$ cat config.mk
export PLATFORM = sky130hd
export DESIGN_NAME = video_pattern_gen
export DESIGN_NICKNAME = d
export VERILOG_FILES = /design/src/rtl/video_pattern_gen.sv
export SDC_FILE = /design/constraint.sdc
export NUM_CORES = 1
export LEC_CHECK = 0
export CELL_PAD_IN_SITES_DETAIL_PLACEMENT = 2
export CELL_PAD_IN_SITES_GLOBAL_PLACEMENT = 2
export CORE_MARGIN = 2
export CORE_UTILIZATION = 37
export CTS_CLUSTER_SIZE = 16
export DETAILED_ROUTE_END_ITERATION = 16
export GPL_TIMING_DRIVEN = 0
export PLACE_DENSITY_LB_ADDON = 0.1
export SYNTH_ARGS = -nofsm -noshare
export SYNTH_HDL_FRONTEND = slang
export SYNTH_SLANG_ARGS = --single-unit
export TNS_END_PERCENT = 1
$ cat constraint.sdc
create_clock -name clk -period 3.2 [get_ports clk]
set_input_delay 0.64 -clock clk [delete_from_list [all_inputs] [get_ports clk]]
set_output_delay 0.64 -clock clk [all_outputs]
set_load 0.02 [all_outputs]
$ cat src/rtl/video_pattern_gen.sv
// Synthetic video source: programmable-timing 8-bit luminance frames (ramp, checkerboard, solid).
// Define VIDEO_PATGEN_MOVE_EN to add a per-frame scrolling offset to the horizontal ramp.
module video_pattern_gen #(
  parameter int H_ACTIVE = 640,
  parameter int H_BLANK  = 160,
  parameter int V_SYNC   = 2,
  parameter int V_BACK   = 20,
  parameter int V_ACTIVE = 480,
  parameter int V_FRONT  = 10,
  parameter int CLK_DIV  = 1
) (
  input  logic       clk,
  input  logic       rst_n,
  input  logic       en,
  input  logic [1:0] mode,
  input  logic [7:0] level,
  output logic       per_frame_vsync,
  output logic       per_frame_href,
  output logic       per_frame_clken,
  output logic [7:0] per_img_Y,
  output logic       frame_done
);

  localparam logic [11:0] H_LAST    = 12'(H_ACTIVE + H_BLANK - 1);
  localparam logic [11:0] H_ACT     = 12'(H_ACTIVE);
  localparam logic [11:0] VS_LAST   = 12'(V_SYNC - 1);
  localparam logic [11:0] VB_LAST   = 12'(V_BACK - 1);
  localparam logic [11:0] VA_LAST   = 12'(V_ACTIVE - 1);
  localparam logic [11:0] VF_LAST   = 12'(V_FRONT - 1);
  localparam logic [3:0]  DIV_LAST  = 4'(CLK_DIV - 1);
  localparam bit          HAS_BACK  = (V_BACK > 0);
  localparam bit          HAS_FRONT = (V_FRONT > 0);

  typedef enum logic [2:0] {
    ST_IDLE,
    ST_VSYNC,
    ST_VBACK,
    ST_ACTIVE,
    ST_VFRONT
  } state_e;

  state_e      state_q, state_d;
  logic [3:0]  div_q, div_d;
  logic [11:0] h_q, h_d;
  logic [11:0] line_q, line_d;
  logic [1:0]  mode_q, mode_d;
  logic [7:0]  level_q, level_d;
  logic        vsync_q, vsync_d;
  logic        href_q, href_d;
  logic        clken_q, clken_d;
  logic        done_q, done_d;
  logic [7:0]  y_q, y_d;

  logic        tick_s;
  logic        line_end_s;
  logic        state_last_s;
  logic        frame_end_s;
  logic [11:0] line_last_s;
  logic [7:0]  offset_s;
  logic [7:0]  pix_s;

`ifdef VIDEO_PATGEN_MOVE_EN
  logic [7:0] offset_q, offset_d;

  // Scroll offset advances once per completed frame
  always_comb begin
    if (frame_end_s) begin
      offset_d = offset_q + 8'd1;
    end else begin
      offset_d = offset_q;
    end
  end

  // Offset register
  always_ff @(posedge clk or negedge rst_n) begin
    if (!rst_n) begin
      offset_q <= 8'd0;
    end else begin
      offset_q <= offset_d;
    end
  end

  assign offset_s = offset_q;
`else
  assign offset_s = 8'd0;
`endif

  // Pixel tick and line/state/frame boundary detection
  always_comb begin
    tick_s     = (state_q != ST_IDLE) && (div_q == DIV_LAST);
    line_end_s = tick_s && (h_q == H_LAST);
    case (state_q)
      ST_VSYNC:  line_last_s = VS_LAST;
      ST_VBACK:  line_last_s = VB_LAST;
      ST_ACTIVE: line_last_s = VA_LAST;
      ST_VFRONT: line_last_s = VF_LAST;
      default:   line_last_s = 12'd0;
    endcase
    state_last_s = line_end_s && (line_q == line_last_s);
    frame_end_s  = state_last_s &&
                   ((state_q == ST_VFRONT) || ((state_q == ST_ACTIVE) && !HAS_FRONT));
  end

  // Next state: divider, pixel/line counters, FSM and frame-start latch
  always_comb begin
    state_d = state_q;
    div_d   = div_q;
    h_d     = h_q;
    line_d  = line_q;
    mode_d  = mode_q;
    level_d = level_q;
    if (state_q == ST_IDLE) begin
      div_d  = 4'd0;
      h_d    = 12'd0;
      line_d = 12'd0;
      if (en) begin
        state_d = ST_VSYNC;
        mode_d  = mode;
        level_d = level;
      end else begin
        state_d = ST_IDLE;
      end
    end else if (tick_s) begin
      div_d = 4'd0;
      h_d   = line_end_s ? 12'd0 : (h_q + 12'd1);
      if (state_last_s) begin
        line_d = 12'd0;
        case (state_q)
          ST_VSYNC:  state_d = HAS_BACK ? ST_VBACK : ST_ACTIVE;
          ST_VBACK:  state_d = ST_ACTIVE;
          ST_ACTIVE: state_d = HAS_FRONT ? ST_VFRONT : ST_IDLE;
          ST_VFRONT: state_d = ST_IDLE;
          default:   state_d = ST_IDLE;
        endcase
      end else if (line_end_s) begin
        line_d = line_q + 12'd1;
      end else begin
        line_d = line_q;
      end
      // en is only honoured at the frame boundary; mode/level are frozen for the new frame
      if (frame_end_s && en) begin
        state_d = ST_VSYNC;
        mode_d  = mode;
        level_d = level;
      end else begin
        mode_d  = mode_q;
        level_d = level_q;
      end
    end else begin
      div_d = div_q + 4'd1;
    end
  end

  // Luminance for the current position
  always_comb begin
    case (mode_q)
      2'd0:    pix_s = h_q[7:0] + offset_s;
      2'd1:    pix_s = line_q[7:0];
      2'd2:    pix_s = (h_q[3] ^ line_q[3]) ? 8'd255 : 8'd0;
      default: pix_s = level_q;
    endcase
  end

  // Output stream: refreshed on each tick, held for the rest of the pixel period
  always_comb begin
    vsync_d = vsync_q;
    href_d  = href_q;
    y_d     = y_q;
    clken_d = 1'b0;
    done_d  = 1'b0;
    if (state_q == ST_IDLE) begin
      vsync_d = 1'b0;
      href_d  = 1'b0;
      y_d     = 8'd0;
    end else if (tick_s) begin
      clken_d = 1'b1;
      vsync_d = (state_q == ST_VSYNC);
      href_d  = (state_q == ST_ACTIVE) && (h_q < H_ACT);
      y_d     = href_d ? pix_s : 8'd0;
      done_d  = frame_end_s;
    end else begin
      clken_d = 1'b0;
      done_d  = 1'b0;
    end
  end

  // State and output registers
  always_ff @(posedge clk or negedge rst_n) begin
    if (!rst_n) begin
      state_q <= ST_IDLE;
      div_q   <= 4'd0;
      h_q     <= 12'd0;
      line_q  <= 12'd0;
      mode_q  <= 2'd0;
      level_q <= 8'd0;
      vsync_q <= 1'b0;
      href_q  <= 1'b0;
      clken_q <= 1'b0;
      done_q  <= 1'b0;
      y_q     <= 8'd0;
    end else begin
      state_q <= state_d;
      div_q   <= div_d;
      h_q     <= h_d;
      line_q  <= line_d;
      mode_q  <= mode_d;
      level_q <= level_d;
      vsync_q <= vsync_d;
      href_q  <= href_d;
      clken_q <= clken_d;
      done_q  <= done_d;
      y_q     <= y_d;
    end
  end

  assign per_frame_vsync = vsync_q;
  assign per_frame_href  = href_q;
  assign per_frame_clken = clken_q;
  assign per_img_Y       = y_q;
  assign frame_done      = done_q;

endmodule

Word-level counts from Yosys, hierarchy flattened

Cells that the tools add are included.

Bitwise operators: 1
$add $sub $neg: 3
Magnitude comparators: 1
Muxes and demuxes: 37
Reduce and logical (&&, ||, !) cells: 17
Equal/unequal tests: 9

Operators by type and width:

| operator                                                                | count |
|---|---|
| 12-bit two-way mux                                                      | 7 |
| 8-bit two-way mux                                                       | 8 |
| 9-bit case mux with 4 select lines                                      | 1 |
| 12-bit by 1-bit adder with 12-bit output, second input constant         | 2 |
| 8-bit case mux with 3 select lines                                      | 1 |
| 12-bit by 10-bit equality test with 1-bit output, second input constant | 1 |
| 12-bit equality test                                                    | 1 |
| 12-bit by 10-bit < comparator with 1-bit output, second input constant  | 1 |
| 3-bit two-way mux                                                       | 4 |
| 1-bit two-way mux                                                       | 9 |
| 3-bit case mux with 3 select lines                                      | 1 |
| 3-bit nonzero test                                                      | 3 |
| 2-bit two-way mux                                                       | 4 |
| 4-bit two-way mux                                                       | 2 |
| 3-bit by 2-bit equality test with 1-bit output, second input constant   | 2 |
| 1-bit logical AND                                                       | 6 |
| 4-bit by 1-bit adder with 4-bit output, second input constant           | 1 |
| 4-bit logical NOT                                                       | 1 |
| 2-bit AND reduction                                                     | 2 |
| 2-bit nonzero test                                                      | 2 |
| 3-bit by 1-bit equality test with 1-bit output, second input constant   | 1 |
| 3-bit equality test, second input constant                              | 1 |
| 3-bit logical NOT                                                       | 1 |
| 3-bit AND reduction                                                     | 1 |
| 5 further kinds                                                         | 5 |

Register bits: 53
Logic and storage cells: 79
Output and inout port bits: 12
Input bits: 13

Logic depth before layout (Yosys ltp)

Depth in word-level cells: 9
Depth in mapped cells: 9
Gate-level depth less buffers: 8

Worst setup path after synthesis

Ideal clock, no wire load.

Path kind: register to register
From: register h_q[5]
To: register level_q[0]
Arrival time: 2305 ps
Stages on the path, launching flop included: 8
Setup slack: 770 ps
Path buffers: 1
Required time: 3075 ps
Clock period less this slack: 2430 ps
Library setup time: 125 ps
Cells stage by stage: dfrtp_1 -> or4_1 -> or4_4 -> nor3_2 -> nand4_1 -> a21o_1 -> buf_6 -> mux2_4

Word-level cells in the longest chain between the ends: 7

Ends and longest elaborated chain:

| element                                          | RTL line | RTL |
|---|---|---|
| start, declared                                  | 44       | `logic [11:0] h_q, h_d;` |
| start signal, assigned                           | 192      | `h_q <= 12'd0;` |
| start signal, assigned                           | 204      | `h_q <= h_d;` |
| 12-bit by 10-bit equality test with 1-bit output | 91       | `line_end_s = tick_s && (h_q == H_LAST);` |
| 1-bit logical AND                                | 91       |  |
| 1-bit logical AND                                | 99       | `state_last_s = line_end_s && (line_q == line_last_s);` |
| 1-bit logical AND                                | 100      | `frame_end_s = state_last_s &&` |
| 1-bit logical AND                                | 141      | `if (frame_end_s && en) begin` |
| 2-bit nonzero test (no source line)              | --       |  |
| 3-bit AND reduction (no source line)             | --       |  |
| end signal, assigned                             | 207      | `level_q <= level_d;` |
| end, declared                                    | 47       | `logic [7:0] level_q, level_d;` |

No other way between the ends.
A chain may end at the register's enable or synchronous reset.

Worst setup path in the final report

From: register h_q[5]
To: register line_q[2]

Word-level cells in the longest chain between the ends: 6
Elaborated cells between the ends (all ways): 8
Those cells by class: eq/ne (1); mux (3); reduce/logical (4)

Ends and longest elaborated chain:

| element                                            | RTL line | RTL |
|---|---|---|
| 12-bit by 10-bit equality test with 1-bit output * | 91       |  |
| 1-bit logical AND *                                | 91       |  |
| 1-bit logical AND                                  | 99       |  |
| 12-bit two-way mux                                 | 126      | `if (state_last_s) begin` |
| 12-bit two-way mux                                 | 123      | `end else if (tick_s) begin` |
| 12-bit two-way mux                                 | 112      | `if (state_q == ST_IDLE) begin` |
| end signal, assigned                               | 205      | `line_q <= line_d;` |
| end, declared                                      | 45       | `logic [11:0] line_q, line_d;` |

Mark *: on every way between the ends. The rest lies on a longest branch, timed or not. The select of a mux whose other input is x is not followed.

==> metrics.yaml <==
status: "completed"
die_x_microns: 90.3
swShare_pct: 21.7
slew_headroom_pct: 40.4
setup_viol: 0
synth_top_cell_by_area: "dfrtp_1"
final_max_slew_viol_count: 0
dr.first_iter.drc_count: 44
period_share_pct: 88.2
hold_class: "in2async"
synth_warnings: 0
wl_per_cell_microns: 17.8
placed_cells: 402
drive_gt1_share_pct: 9.32
finalHoldWorstSlack_ns: 0.270
clkLatencyLatePin_ns: 0.31
cts_root_buf: "clkbuf_8"
cts_hold_buf: 0
ys_ff_latch: 53
async_flop_share_pct: 100
hold_violations: 0
yosysSeqAreaShare_pct: 48.2
pwr-share-clk_pct: 37.8
dieArea_sq_um: 8150
synth_cells: 278
comb_power_share_pct: 2.7
ys.flop_type: "dfrtp_1"
p_switching_uw: 244
period_needed_ns: 2.82
rsz0062_at_grt: "false"
intPower_uw: 880
grtUsageTotal_pct: 19.5
avgSynthCellArea_sq_um: 9.91
die_y_microns: 90.3
grt_max_degree: 35
p_leak_nw: 1.51
p_per_area_nw_per_um2: 348
fin_area_sq_um: 3230
vias: 2194
postPlaceCellArea_sq_um: 3130
synth_cell_type_count: 44
io_pins: 25
cp_max_fo: 10
layout_common_cells: "dfrtp_1, nor2_1, clkdlybuf4s50_1, nand2_1, o21ai_0"
critPathRequiredTime_ns: 3.40
gp_congestion: 0.745
nNetsFinal: 327
cp_data_arrival_time_ns: 3.02
final_common_cell: "dfrtp_1"
post-route-drc-count: 0
dp_slack_ns: 0.347
fmax_mhz: 354
ctsResizeCount: 0
netlist.area_leader.share_pct: 48.2
placementRows: 31
share_seq_of_total_power_pct: 59.5
wl_microns: 7300
grt_pass1_wl_microns: 12700
diodes: 0
crit_slowest_cell: "or4_1"
cts_buffers: 5
crit_type: "reg2reg"
worst_path_largest_cell_delay_ns: 0.60
vias_per_cell: 5.35
syn2layout_area_growth_pct: 17.4
cts.path.max_buffers: 2
core_sq_um: 7210
setup_slack_ns: 0.378
fin_cells: 410
mappedNetlistArea_sq_um: 2750
postCtsSetupRepairBufs: 0
cts_tree: "yes"
drv_cap: 0
start_util_pct: 38.2
worst_pin_slew_ns: 0.887
grt_pass1_vias: 2445
clk_pin_slew_ns: 0.10
syn_nets: 295
antenna_found_initial: 0
cp-end-kind: "flop"
dp.final_hpwl_microns: 5510
ant_nets: 0
synth_edf_count: 0
startpoint_type: "flop"
numClockSinks: 53
overflow: 0
ctsHtreeMaxLevel: 2
ir_drop_uv: 211
path_cells: "or4_1 > or4_4 > o21ai_0 > buf_2 > nand2_1 > xor2_1 > nor2_1"
setup_tns_ns: 0
yosys-top-cells-area: "dfrtp_1, nor2_1, mux2_4"
first_pass_iters: 5
finalClockSkew_ns: 0.00548
io_buffers: 24
-- cells in the mapped netlist, types with 5 or more instances --
library cell / count
a2111oi_0: 6
a21o_1: 8
a21oi_1: 6
and3_1: 6
clkbuf_1: 10
dfrtp_1: 53
mux2_4: 10
nand2_1: 22
nand3_1: 12
nand4_1: 9
nor2_1: 43
nor4_1: 5
o21ai_0: 15
xnor2_1: 11
xor2_1: 13
-- final timing paths --
check | start | to | slack [ns] | cells after the start
max | h_q[5] | line_q[2] | 0.38 | 7
min reg2reg | per_img_Y[4] | per_img_Y[4] | 0.49 | 1
min in group clk | per_img_Y[4] | per_img_Y[4] | 0.49 | 1
max reg2reg | h_q[5] | line_q[2] | 0.38 | 7
min | rst_n | h_q[9] | 0.27 | 1
max in group asynchronous | rst_n | h_q[1] | 2.38 | 2
-- stage by stage --
step                      power, mW  utilization [%]
after detailed placement      0.714             43.4
after global placement        0.711             43.2
final                          1.12             44.8
after floorplan               0.683                -
after global routing           1.17             44.8
after CTS                      1.14             44.8
-- per-layer routing --
layer / up-vias / GRT usage (%) / part of all wire [%]
met4: 0 / 3.59 / 0.85
li1: 1050 / - / -
met3: 8 / 4.26 / 2.3
met5: - / 0 / 0
met1: 1105 / 25.9 / 47
met2: 31 / 33.2 / 50
-- kinds of logic (layout without fill, tap and decap cells) --
logic type,count (synthesis),in the layout,synth area share [%]
buf+inv,16,49,2.50
xor+xnor,24,24,7.63
flops,53,53,48.2
compound gates,48,48,11.7
fa+ha+maj,4,4,1.82
simple gates,120,120,21.6
mux,13,13,6.59
-- flip-flops by register name, summed over array words and instances (netlist names) --
| signal | count |
|---|---|
| per_frame_href | 1 |
| mode_q | 2 |
| per_frame_vsync | 1 |
| per_frame_clken | 1 |
| level_q | 8 |
| frame_done | 1 |
| h_q | 12 |
| line_q | 12 |
| state_q | 3 |
| per_img_Y | 8 |
| div_q | 4 |
-- worst max-delay path, delay by kind of cell (launching register included) --
kind / cells / cell delay, ns
flip-flops: 1 / 0.46
XOR/XNOR: 1 / 0.13
buffers and inverters: 1 / 0.36
AND/OR/NAND/NOR: 4 / 1.23
AO/OA/AOI/OAI: 1 / 0.51
-- area by class of cell --
type                    count  area (sq um)
plain buffers              12          53.8
fillers                   791          3980
repair buffers             25           255
clock inverters             1          5.00
inverters                   4          15.0
well taps                  99           124
flip-flops and latches     53          1330
multi-input cells         209          1360
clock buffers               7          96.3
-- power by group through the flow --
stage	clock network (mW)	registers [mW]	logic [mW]
after floorplan	0	0.683	0.000327
after global routing	0.466	0.669	0.0340
after global placement	0	0.683	0.0288
after detailed placement	0	0.682	0.0316
final	0.425	0.669	0.0301
after CTS	0.438	0.669	0.0319
Note: power is estimated with default switching activity, not from simulation.
